--- config.mk ---
export PLATFORM = sky130hd
export DESIGN_NAME = uart_bcd_reporter
export DESIGN_NICKNAME = d
export VERILOG_FILES = /design/src/rtl/uart_fmt_pkg.sv /design/src/rtl/uart_frame_rom.sv /design/src/rtl/uart_bcd_reporter.sv
export SDC_FILE = /design/constraint.sdc
export NUM_CORES = 1
export LEC_CHECK = 0
export BUFFER_PORTS_ARGS = -buffer_cell sky130_fd_sc_hd__buf_4
export CAP_MARGIN = 20
export CORE_MARGIN = 3
export CORE_UTILIZATION = 65
export DETAILED_ROUTE_END_ITERATION = 10
export PLACE_DENSITY_LB_ADDON = 0.12
export SETUP_SLACK_MARGIN = 0.15
export SYNTH_ARGS = -nofsm -noshare
export SYNTH_HDL_FRONTEND = slang
export SYNTH_SLANG_ARGS = --single-unit
--- constraint.sdc ---
create_clock -name clk -period 4.2 [get_ports clk]
set_clock_uncertainty 0.1 [all_clocks]
set_input_delay 0.63 -clock clk [delete_from_list [all_inputs] [get_ports clk]]
set_output_delay 0.63 -clock clk [all_outputs]
set_load 0.05 [all_outputs]
--- src/rtl/uart_fmt_pkg.sv ---
// Shared types and helpers for the BCD line reporter.
// Contents: FSM state enum, ASCII constants, byte-index width,
// nibble-to-ASCII conversion and frame-length calculation.
package uart_fmt_pkg;

  typedef enum logic [1:0] {
    IDLE,
    LOAD,
    SEND,
    WAIT
  } state_t;

  localparam logic [7:0] CR    = 8'h0D;
  localparam logic [7:0] LF    = 8'h0A;
  localparam logic [7:0] QMARK = 8'h3F;
  localparam logic [7:0] ZERO  = 8'h30;

  // Longest frame is 16 prefix + 8 fields * 3 - 1 + CR/LF = 41 bytes.
  localparam int IDX_W = 6;

  // Nibbles 10-15 are not valid BCD; print '?' so bad data is visible.
  function automatic logic [7:0] bcd_nib_to_ascii(input logic [3:0] nib);
    return (nib <= 4'd9) ? (ZERO + {4'h0, nib}) : QMARK;
  endfunction

  function automatic int frame_len(input int prefix_len, input int num_fields);
    return prefix_len + 3 * num_fields - 1 + 2;
  endfunction

endpackage

--- src/rtl/uart_frame_rom.sv ---
// Combinational character generator for one report line.
// Ports:
//   idx       in   byte position within the frame
//   snapshot  in   packed BCD fields, field 0 at the MSBs
//   char_out  out  ASCII byte for position idx
module uart_frame_rom
  import uart_fmt_pkg::*;
#(
  parameter int           NUM_FIELDS = 3,
  parameter int           PREFIX_LEN = 6,
  parameter logic [127:0] PREFIX     = "TIME: ",
  parameter logic [7:0]   SEP_CHAR   = 8'h3A
) (
  input  logic [IDX_W-1:0]        idx,
  input  logic [NUM_FIELDS*8-1:0] snapshot,
  output logic [7:0]              char_out
);

  localparam int FLEN      = frame_len(PREFIX_LEN, NUM_FIELDS);
  localparam int FIELD_END = PREFIX_LEN + 3 * NUM_FIELDS - 1;

  // String literals are right-justified; shift so the first prefix
  // character always sits in bits 127:120 regardless of PREFIX_LEN.
  localparam logic [127:0] PFX_AL = PREFIX << (8 * (16 - PREFIX_LEN));

  logic [IDX_W-1:0] rel;
  logic [3:0]       pfx_pos;
  logic [7:0]       fbyte;

  always_comb begin
    char_out = 8'h00;
    rel      = idx - IDX_W'(PREFIX_LEN);
    pfx_pos  = idx[3:0];
    fbyte    = 8'h00;
    if (idx < IDX_W'(PREFIX_LEN)) begin
      // 15 - pfx_pos == ~pfx_pos for a 4-bit value
      char_out = PFX_AL[{~pfx_pos, 3'b000} +: 8];
    end else if (idx < IDX_W'(FIELD_END)) begin
      for (int f = 0; f < NUM_FIELDS; f++) begin
        fbyte = snapshot[(NUM_FIELDS-1-f)*8 +: 8];
        if (rel == IDX_W'(3 * f))
          char_out = bcd_nib_to_ascii(fbyte[7:4]);
        else if (rel == IDX_W'(3 * f + 1))
          char_out = bcd_nib_to_ascii(fbyte[3:0]);
        else if (rel == IDX_W'(3 * f + 2))
          char_out = SEP_CHAR;
      end
    end else if (idx == IDX_W'(FLEN - 2)) begin
      char_out = CR;
    end else if (idx == IDX_W'(FLEN - 1)) begin
      char_out = LF;
    end
  end

endmodule

--- src/rtl/uart_bcd_reporter.sv ---
// Formats NUM_FIELDS packed BCD bytes into an ASCII line
// ("TIME: 12:34:56\r\n") and streams it over valid/ready to uart_tx.
// Ports:
//   clk, rst_n   clock, asynchronous active-low reset
//   mode         0 periodic, 1 on-change, 2 triggered, 3 disabled
//   send_req     single-cycle trigger request (ignored in mode 3)
//   field_data   packed BCD, field 0 at MSBs, printed first
//   tx_data      byte to uart_tx
//   tx_valid     tx_data valid
//   tx_ready     uart_tx accepts the byte
//   busy         frame in progress (LOAD or SEND)
//   frame_done   one-cycle pulse after the last byte is accepted
//
// state | meaning
// IDLE  | post-reset; starts at once in mode 0, else acts as WAIT
// LOAD  | snapshot field_data, rewind byte index
// SEND  | stream frame bytes on the handshake
// WAIT  | between frames, evaluating the start condition
module uart_bcd_reporter
  import uart_fmt_pkg::*;
#(
  parameter int           PERIOD_CYCLES = 50_000_000,
  parameter int           NUM_FIELDS    = 3,
  parameter int           PREFIX_LEN    = 6,
  parameter logic [127:0] PREFIX        = "TIME: ",
  parameter logic [7:0]   SEP_CHAR      = 8'h3A
) (
  input  logic                    clk,
  input  logic                    rst_n,
  input  logic [1:0]              mode,
  input  logic                    send_req,
  input  logic [NUM_FIELDS*8-1:0] field_data,
  output logic [7:0]              tx_data,
  output logic                    tx_valid,
  input  logic                    tx_ready,
  output logic                    busy,
  output logic                    frame_done
);

  localparam int               FLEN   = frame_len(PREFIX_LEN, NUM_FIELDS);
  localparam int               TW     = (PERIOD_CYCLES > 1) ? $clog2(PERIOD_CYCLES) : 1;
  localparam logic [TW-1:0]    T_LAST = TW'(PERIOD_CYCLES - 1);
  localparam logic [IDX_W-1:0] I_LAST = IDX_W'(FLEN - 1);

  state_t                  state, state_nx;
  logic [TW-1:0]           timer;
  logic [IDX_W-1:0]        idx;
  logic                    pending;
  logic [NUM_FIELDS*8-1:0] snapshot;
  logic [NUM_FIELDS*8-1:0] last_sent;
  logic                    start;
  logic                    last_xfer;
  logic [7:0]              rom_char;

  uart_frame_rom #(
    .NUM_FIELDS (NUM_FIELDS),
    .PREFIX_LEN (PREFIX_LEN),
    .PREFIX     (PREFIX),
    .SEP_CHAR   (SEP_CHAR)
  ) u_rom (
    .idx      (idx),
    .snapshot (snapshot),
    .char_out (rom_char)
  );

  always_ff @(posedge clk or negedge rst_n) begin
    if (!rst_n) state <= IDLE;
    else        state <= state_nx;
  end

  always_comb begin
    start     = 1'b0;
    state_nx  = state;
    tx_valid  = 1'b0;
    tx_data   = 8'h00;
    busy      = 1'b0;
    last_xfer = 1'b0;

    case (mode)
      2'd0:    start = (timer == T_LAST) || send_req || pending;
      2'd1:    start = (field_data != last_sent) || send_req || pending;
      2'd2:    start = send_req || pending;
      default: start = 1'b0;
    endcase
    // First frame after reset goes out without waiting a full period.
    if (state == IDLE && mode == 2'd0) start = 1'b1;

    case (state)
      IDLE, WAIT: if (start) state_nx = LOAD;
      LOAD: begin
        busy     = 1'b1;
        state_nx = SEND;
      end
      SEND: begin
        busy      = 1'b1;
        tx_valid  = 1'b1;
        tx_data   = rom_char;
        last_xfer = tx_ready && (idx == I_LAST);
        if (last_xfer) state_nx = WAIT;
      end
      default: state_nx = IDLE;
    endcase
  end

  always_ff @(posedge clk or negedge rst_n) begin
    if (!rst_n) begin
      timer      <= '0;
      idx        <= '0;
      pending    <= 1'b0;
      snapshot   <= '0;
      last_sent  <= '0;
      frame_done <= 1'b0;
    end else begin
      frame_done <= last_xfer;
      case (state)
        IDLE, WAIT: begin
          if (start) pending <= 1'b0;
          if (timer != T_LAST) timer <= timer + 1'b1;
        end
        LOAD: begin
          snapshot <= field_data;
          idx      <= '0;
          if (send_req) pending <= 1'b1;
        end
        SEND: begin
          if (send_req) pending <= 1'b1;
          if (tx_ready) begin
            if (last_xfer) begin
              last_sent <= snapshot;
              timer     <= '0;
            end else begin
              idx <= idx + 1'b1;
            end
          end
        end
        default: ;
      endcase
    end
  end

endmodule

# --- Yosys cells after proc, flatten, opt, wreduce, memory -nomap -nowiden ---
# Cells that the tools add are included.
word_totals:
  ff_bits: 84
  inputBits: 30
  output_inout_bits: 11
op_classes:
  addsub: 9
  n_lt_le_gt_ge: 8
  n_eq_ne: 25
  shift: 1
  mux: 38
  bitwise_logic: 1
  reduce_logical: 19
op_table:
  columns: ["operator", "count"]
  rows:
  - ["$mux 8", 18]
  - ["$shiftx 128x8->8 const A", 1]
  - ["$mux 26", 3]
  - ["$pmux 26 s2", 1]
  - ["$add 6x4->7 const A", 6]
  - ["$add 26x1->26 const B", 1]
  - ["$eq 26x26->1 const B", 1]
  - ["$ne 26x26->1 const B", 1]
  - ["$eq 6x3->1 const B", 4]
  - ["$le 4x4->1 const B", 6]
  - ["$ne 24x24->1", 1]
  - ["$eq 6x4->1 const B", 3]
  - ["$mux 6", 3]
  - ["$eq 6x2->1 const B", 2]
  - ["$ne 2x2->1 const B", 6]
  - ["$pmux 6 s2", 1]
  - ["$add 6x1->6 const B", 1]
  - ["$eq 2x2->1 const B", 3]
  - ["$eq 6x1->1 const B", 1]
  - ["$logic_not 6->1", 1]
  - ["$lt 6x3->1 const B", 1]
  - ["$lt 6x4->1 const B", 1]
  - ["$mux 1", 6]
  - ["$pmux 2 s3", 1]
  - ["16 further kinds", 28]

# --- Logic depth before layout (Yosys ltp) ---
# Gate-level depths: netlist of the first run.
logic_depth:
  word_depth: 14
  depth_mapped: 9
  mapped_depth_nobuf: 8

# --- Modules after synthesis ---
# A second synthesis of the first run with hierarchy kept.
unflattened:
  cells_unflattened: 543
  area_unflattened_um2: 5046.1
by_module_without_submodules:
  columns: ["mod", "instances", "cells_per_inst", "area_each_um2", "seq_area_each_um2"]
  rows:
  - ["uart_bcd_reporter", 1, 408, 4102.7, 2102.0]
  - ["uart_frame_rom", 1, 135, 943.4, 0.0]

# --- Worst setup path before layout of the first run ---
# Ideal clock, no wire load.
synth_path:
  path_type: "flip-flop to output port"
  startpoint: "reg idx[1]"
  endpoint: "out tx_data[2]"
  arrival_time_ps: 2775
  t_required_ps: 3470
  path_slack_ps: 695
  stages_incl_launch_ff: 9
  n_path_buf: 1
  cell_sequence: "dfrtp_1 inv_1 ha_1 clkbuf_1 a21oi_1 a2111oi_0 a21oi_1 a21oi_1 o32ai_1"
synth_between:
  elab_chain_len: 13
  elab_cells_between_ends: 26
synth_rtl:
  columns: ["item", "line", "rtl"]
  rows:
  - ["start: declaration", "uart_bcd_reporter.sv:47", "logic [IDX_W-1:0] idx;"]
  - ["start signal: assignment", "uart_bcd_reporter.sv:132", "idx <= idx + 1'b1;"]
  - ["$sub 6x3->6", "uart_frame_rom.sv:32", "rel = idx - IDX_W'(PREFIX_LEN);"]
  - ["$eq 6x1->1", "uart_frame_rom.sv:43", "else if (rel == IDX_W'(3 * f + 1))"]
  - ["$mux 8", "uart_frame_rom.sv:43", null]
  - ["$mux 8", "uart_frame_rom.sv:41", "if (rel == IDX_W'(3 * f))"]
  - ["$mux 8", "uart_frame_rom.sv:45", "else if (rel == IDX_W'(3 * f + 2))"]
  - ["$mux 8", "uart_frame_rom.sv:43", null]
  - ["$mux 8", "uart_frame_rom.sv:41", null]
  - ["$mux 8", "uart_frame_rom.sv:45", null]
  - ["$mux 8", "uart_frame_rom.sv:43", null]
  - ["$mux 8", "uart_frame_rom.sv:41", null]
  - ["$mux 8", "uart_frame_rom.sv:38", "end else if (idx < IDX_W'(FIELD_END)) begin"]
  - ["$mux 8 (*)", "uart_frame_rom.sv:35", "if (idx < IDX_W'(PREFIX_LEN)) begin"]
  - ["$mux 8 (*)", "uart_bcd_reporter.sv:88", "case (state)"]
  - ["end: declaration", "uart_bcd_reporter.sv:33", "output logic [7:0] tx_data,"]
# Mark *: on every way between the ends. The rest lies on a longest branch, timed or not.

# --- Worst setup path in the final report of the first run ---
# Same ends and word-level chain as after synthesis.

==> impl_results.md, run 1 <==
* Antenna viol nets, final at 0
* Synth top area cells: dfrtp_1, mux2_2, xnor2_1, nand2_1, nor2_1
* Internal power of the cells at 1.694 mW
* Share of the synthesized area in the top cell type at 43.69%
* DR WL/cell at 17.06 um
* Synth Area in Compound Gates at 11.99%
* Outcome: finished clean
* M3 GR Usage at 5.414%
* Share of cells above drive strength 1 at 18.15%
* Initial antenna violation count at 0
* Placer Congestion at 0.9349
* Slew @ Worst Pin at 0.8976 ns
* Slew HR at 39.94%
* Cells after Synth at 512
* Arrival time worst endpoint at 2.83 ns
* DRT Pass-1 Iters at 5
* Count of final setup violators at 0
* H-tree Lvls at 3
* I/O Buffers at 39
* Post-Synth Adder-Cell Area at 3.121%
* CTS buffer count at 9
* Maximum vdd drop at 0.3129 mV
* CP most frequent cell: a21oi_1
* Synth Area in Simple Gates at 21.46%
* Number of synthesized flops with an enable pin at 0
* Leakage power at 2.433 nW
* Most used routing layer: met2
* Total die area at 8470 um2
* Crit. End Element: output port
* Core area at 6982 um2
* Total Wirelength at 11.04 mm
* WS Path Type: flop to output port
* Fmax at 0.2805 GHz
* Total global routing overflow at 0
* Pwr dens at 520.3 nW/um2
* Synth Net Count at 554
* DR vias/cell at 6.087
* Root buffer cell: clkbuf_8
* Mapped Avg Cell Area at 9.396 um2
* Largest net degree at the start of global routing at 85
* Post-DP HPWL at 7.654 mm
* CTS Sinks at 84
* Startpoint types: flop
* Final Hold Fails at 0
* Die W at 92.03 um
* Setup bufs post-CTS at 0
* Crit path max fanout at 15
* Layout Nets at 588
* Distinct cells, synth at 63
* Clock group share of total power at 22.3%
* Post-synthesis sequential area ratio at 43.69%
* Met2 GRT Util at 43.67%
* DRC at 0
* Mapped cell area at 4811 um2
* Hold buffer count at CTS at 0
* Combinational share of power at 35.4%
* Via count at 3,938
* Pins Over Slew Limit at 0
* Vias in the first global route at 3,729
* Synth warn at 0
* Multiplexer share of the synthesized area at 7.204%
* Initial Util at 68.91%
* Reg clk slew, reported paths at 0.10 ns
* CP max-delay cell: dfrtp_1
* Area leader, netlist: dfrtp_1
* First-pass GRT wire length at 18.24 mm
* Sw Pwr at 1.118 mW
* Worst Hold Class: input port to flop
* Switching share of power at 39.76%
* Crit path buffers/inverters at 2
* Area Overhead vs Synth at 12.33%
* CP Cell Sequence: inv_1, ha_1, a211oi_1, a21oi_1, a2111oi_0, a21oi_1, a21oi_1, o32ai_1, buf_4
* Combinational family with the most area after synthesis: simple AND/OR/NAND/NOR gates
* Period utilization at 84.87%
* Clock Latency Late Sink at 0.36 ns
* Core Rows at 30
* Die Ht at 92.03 um
* Antenna cells at 0
* Ys async rst share at 100.0%
* CTS tree: done
* Sequential Power Share at 42.3%
* Synth Register Bits at 84
* Total power at 2.812 mW
* Crit-path max cell delay at 0.53 ns
* Clock period minus worst slack at 3.564 ns
* Initial DRC count at 244
* CP required at 3.47 ns
* GRT Util Overall at 27.04%
* RSZ-0062 raised after global routing: no
* Worst-case clock buffer depth at 2
* Global-route met1 utilization at 37.84%
* Max cap viols at 0
* Setup TNS at 0 ns
* Cell family with most CP delay: compound AO/OA/AOI/OAI gates
* Xor and xnor fraction of the mapped netlist area at 9.467%
* Post-CTS sizing at 0
* Ys flop type: dfrtp_1
* I/O Pins at 41
[routing by layer]
metal	wire [um]	share of wire (%)	up-vias
li1	-	-	1860
met1	4894	44	1917
met2	5313	48	141
met3	682	6.2	20
met4	149	1.3	0
met5	0	0	-
[final timing paths]
path,start,to,slack (ns),cells after the start
min,field_data[0],snapshot[0],0.40,3
max reg2reg,state[0],timer[25],1.22,8
max in group asynchronous,rst_n,idx[3],2.86,3
max,idx[1],tx_data[2],0.64,9
min reg2reg,last_sent[14],last_sent[14],0.41,2
min in group asynchronous,rst_n,snapshot[0],0.54,2
[per-stage QoR]
| stage | cell area, um2 | util (%) | cells | hold slack [ns] | setup WS (ns) |
|---|---|---|---|---|---|
| 2_1_floorplan | 4811 | - | 512 | 0.2344 | 0.6954 |
| 3_3_place_gp | 5155 | 73.84 | 629 | 0.3776 | 1.108 |
| 3_5_place_dp | 5155 | 73.84 | 629 | 0.3879 | 1.077 |
| 4_1_cts | 5366 | 76.86 | 645 | 0.3882 | 0.6703 |
| 5_1_grt | 5404 | 77.40 | 647 | 0.4017 | 0.3892 |
| 6_report | 5404 | 77.40 | 647 | 0.4041 | 0.6355 |
[flip-flops by register name (all words and copies together) (netlist names)]
name / count
last_sent: 24
frame_done: 1
timer: 26
state: 2
pending: 1
snapshot: 24
idx: 6
[cell families after synthesis]
| kind of cell | count (synthesis) |
|---|---|
| AOI/OAI and AO/OA | 89 |
| xor gates and xnor gates | 52 |
| adders and majority gates | 12 |
| buffers and inverters | 35 |
| DFF | 84 |
| muxes | 31 |
| other | 1 |
| and+or+nand+nor | 208 |
[cell usage after synthesis, drive strengths merged (3+ instances only)]
cell type	number
o21ai	29
nor4b	3
nor4	8
clkbuf	16
nand4	10
and2	7
nand3b	4
a21o	3
ha	12
xnor2	34
or3	5
nor2	47
xor2	18
a211oi	5
mux2	29
nand3	19
buf	5
nand2b	5
nor3	14
and3	6
nor2b	4
nand2	69
a21oi	24
a31oi	3
dfrtp	84
inv	14
[layout by cell type (no fill, tap or decap), types with 3 or more instances in the layout]
master / n
inv_1: 14
and3_1: 5
or3_1: 4
nor3_1: 12
xor2_1: 18
nor4_1: 8
and2_1: 5
nor2b_1: 4
inv_6: 4
a211oi_1: 5
nand4_1: 10
nand3b_1: 4
a21oi_1: 24
mux2_2: 29
o21ai_0: 28
nor2_1: 46
dfrtp_1: 84
a21o_1: 3
clkbuf_8: 9
nand2b_1: 5
nand3_1: 19
ha_1: 12
buf_4: 42
a31oi_1: 3
xnor2_1: 34
nand2_1: 69
[final cells by class]
| cell class | count | area [um2] |
|---|---|---|
| well taps | 96 | 120.1 |
| clock inverters | 7 | 87.58 |
| multi-input cells | 393 | 2565 |
| clock buffers | 9 | 123.9 |
| inverters | 14 | 52.55 |
| fillers | 493 | 1578 |
| flip-flops and latches | 84 | 2102 |
| repair buffers | 44 | 352.8 |
[worst register-to-register path, cell delays in order (launching register included)]
cell     delay [ns]
dfrtp_1        0.42
inv_1          0.09
ha_1           0.48
and2_1         0.25
nand4_1        0.10
buf_4          0.29
nor2_1         0.74
buf_4          0.32
nor2_1         0.07
[power groups by stage]
stage          combinational, mW  clock [mW]  sequential, mW
2_1_floorplan              0.759           0            1.13
3_3_place_gp               0.953           0            1.18
3_5_place_dp               0.972           0            1.20
4_1_cts                    0.989       0.638            1.18
5_1_grt                     1.08       0.672            1.21
6_report                   0.996       0.628            1.19
Note: power is estimated with default switching activity, not from simulation.
==> run 2, diff against run 1 <==
- CORE_UTILIZATION: 65 -> 60
- clock period: 4.2 -> 3.3 ns (I/O delays scaled with it)
==> impl_results.md, run 2 (same netlist as run 1, synthesis figures left out) <==
* I/O Buffers at 39
* I/O Pins at 41
* Core area at 7767 um2
* GRT Util Overall at 24.87%
* Crit-path max cell delay at 0.51 ns
* Fmax at 0.3243 GHz
* Slew @ Worst Pin at 0.8006 ns
* Initial DRC count at 247
* Max cap viols at 0
* Max FFs per register at 26
* Clock period minus worst slack at 3.084 ns
* CP most frequent cell: a21oi_1
* Commonest non-fill, non-tap cell in the layout: dfrtp_1
* Outcome: finished clean
* Finished Cell Area at 5527 um2
* CP max-delay cell: dfrtp_2
* Total Wirelength at 10.87 mm
* Initial Util at 61.94%
* Most frequent cells in the layout: dfrtp_1, nand2_1, nor2_1
* Placed Cells at 638
* Slew HR at 46.45%
* CTS Sinks at 84
* Crit. End Element: output port
* Worst-case clock buffer depth at 2
* Cell family with most CP delay: compound AO/OA/AOI/OAI gates
* Die W at 95.55 um
* Root buffer cell: clkbuf_8
* Post-DP HPWL at 7.715 mm
* Pwr dens at 644.3 nW/um2
* Share of cells above drive strength 1 at 21.66%
* Placed cell area at 5205 um2
* Largest net degree at the start of global routing at 85
* Worst Hold Class: input port to async pin
* Setup TNS at 0 ns
* WS Path Type: flop to output port
* Maximum vdd drop at 0.3284 mV
* CP Cell Sequence: inv_4, ha_4, a211oi_1, a21oi_1, a2111oi_1, a21oi_1, a21oi_1, o32ai_2, buf_6
* Reg clk slew, reported paths at 0.10 ns
* Die Ht at 95.55 um
* Initial antenna violation count at 0
* Placer Congestion at 0.8650
* Startpoint types: flop
* CTS buffer count at 9
* Antenna cells at 0
* Total global routing overflow at 0
* DRT Pass-1 Iters at 5
* Total power at 3.561 mW
* Crit path buffers/inverters at 2
* H-tree Lvls at 3
* Top flop regs: timer (26), last_sent (24), snapshot (24)
* Antenna viol nets, final at 0
* WHS at 0.03739 ns
* Leakage power at 2.433 nW
* Clock Latency Late Sink at 0.36 ns
* Vias in the first global route at 3,547
* DR WL/cell at 16.57 um
* Via count at 3,909
* Arrival time worst endpoint at 2.49 ns
* Core Rows at 32
* Layout Nets at 591
* Period utilization at 93.45%
* First-pass GRT wire length at 17.56 mm
* Total die area at 9129 um2
* Area Overhead vs Synth at 14.88%
* DR vias/cell at 5.959
* Final Hold Fails at 0
* Register bank with the most flops: timer
* Finished Layout Cells at 656
* Count of final setup violators at 0
* RSZ-0062 raised after global routing: no
* Pins Over Slew Limit at 0
* Crit path max fanout at 15
* CP required at 2.70 ns
* CTS tree: done
* Hold buffer count at CTS at 0
* DRC at 0
==> run 2: final cells by class <==
| type | count | area (um2) |
|---|---|---|
| multi-input combinational | 393 | 2669 |
| fill | 609 | 2241 |
| sequential | 84 | 2107 |
| timing repair buffer | 47 | 369.1 |
| clock buffer | 10 | 127.6 |
| tap | 102 | 127.6 |
| clock inverter | 6 | 71.32 |
| inverter | 14 | 55.05 |
==> run 2: through the flow <==
stage	setup slack, ns	util, %
floorplan	0.1989	-
global placement	0.3284	67.01
detailed placement	0.2656	67.01
CTS	0.03679	69.65
global route	0.1343	71.15
finish	0.2161	71.15
==> run 2: per-layer routing <==
metal	global-route usage, %	vias to the layer above	share of wire [%]
li1	-	1865	-
met1	38.30	1915	49
met2	36.48	121	45
met3	4.578	8	5.6
met4	5.332	0	0.89
met5	0	-	0
==> run 2: report_power, final <==
| part | total (mW) | internal (mW) | leakage (nW) | switching [mW] |
|---|---|---|---|---|
| logic | 1.30 | 0.568 | 1.24 | 0.727 |
| registers | 1.51 | 1.24 | 1.10 | 0.264 |
| clock network | 0.759 | 0.357 | 0.0935 | 0.402 |
==> run 2: worst paths after layout <==
check | start | to | slack [ns] | depth (start not counted)
setup / recovery | idx[1] | tx_data[2] | 0.22 | 9
hold / removal | rst_n | snapshot[3] | 0.04 | 2
setup reg to reg | state[0] | timer[20] | 0.63 | 7
hold reg to reg | last_sent[10] | last_sent[10] | 0.40 | 2
max in group asynchronous | rst_n | idx[4] | 2.66 | 2
min in group clk | field_data[0] | snapshot[0] | 0.27 | 3
==> run 2: worst register-to-register path: stages (launching register included) <==
cell and delay (ns):
dfrtp_1 0.41, inv_1 0.09, ha_2 0.37, and2_1 0.21
a41o_2 0.25, or4b_1 0.63, or3_1 0.41, a21oi_1 0.14
==> run 2: repair_timing <==
item / in CTS / in global routing
setup endpoints to repair: 6 / 6
setup buffers: 0 / 2
resized for setup: 3 / 24
pin swaps: 0 / 1
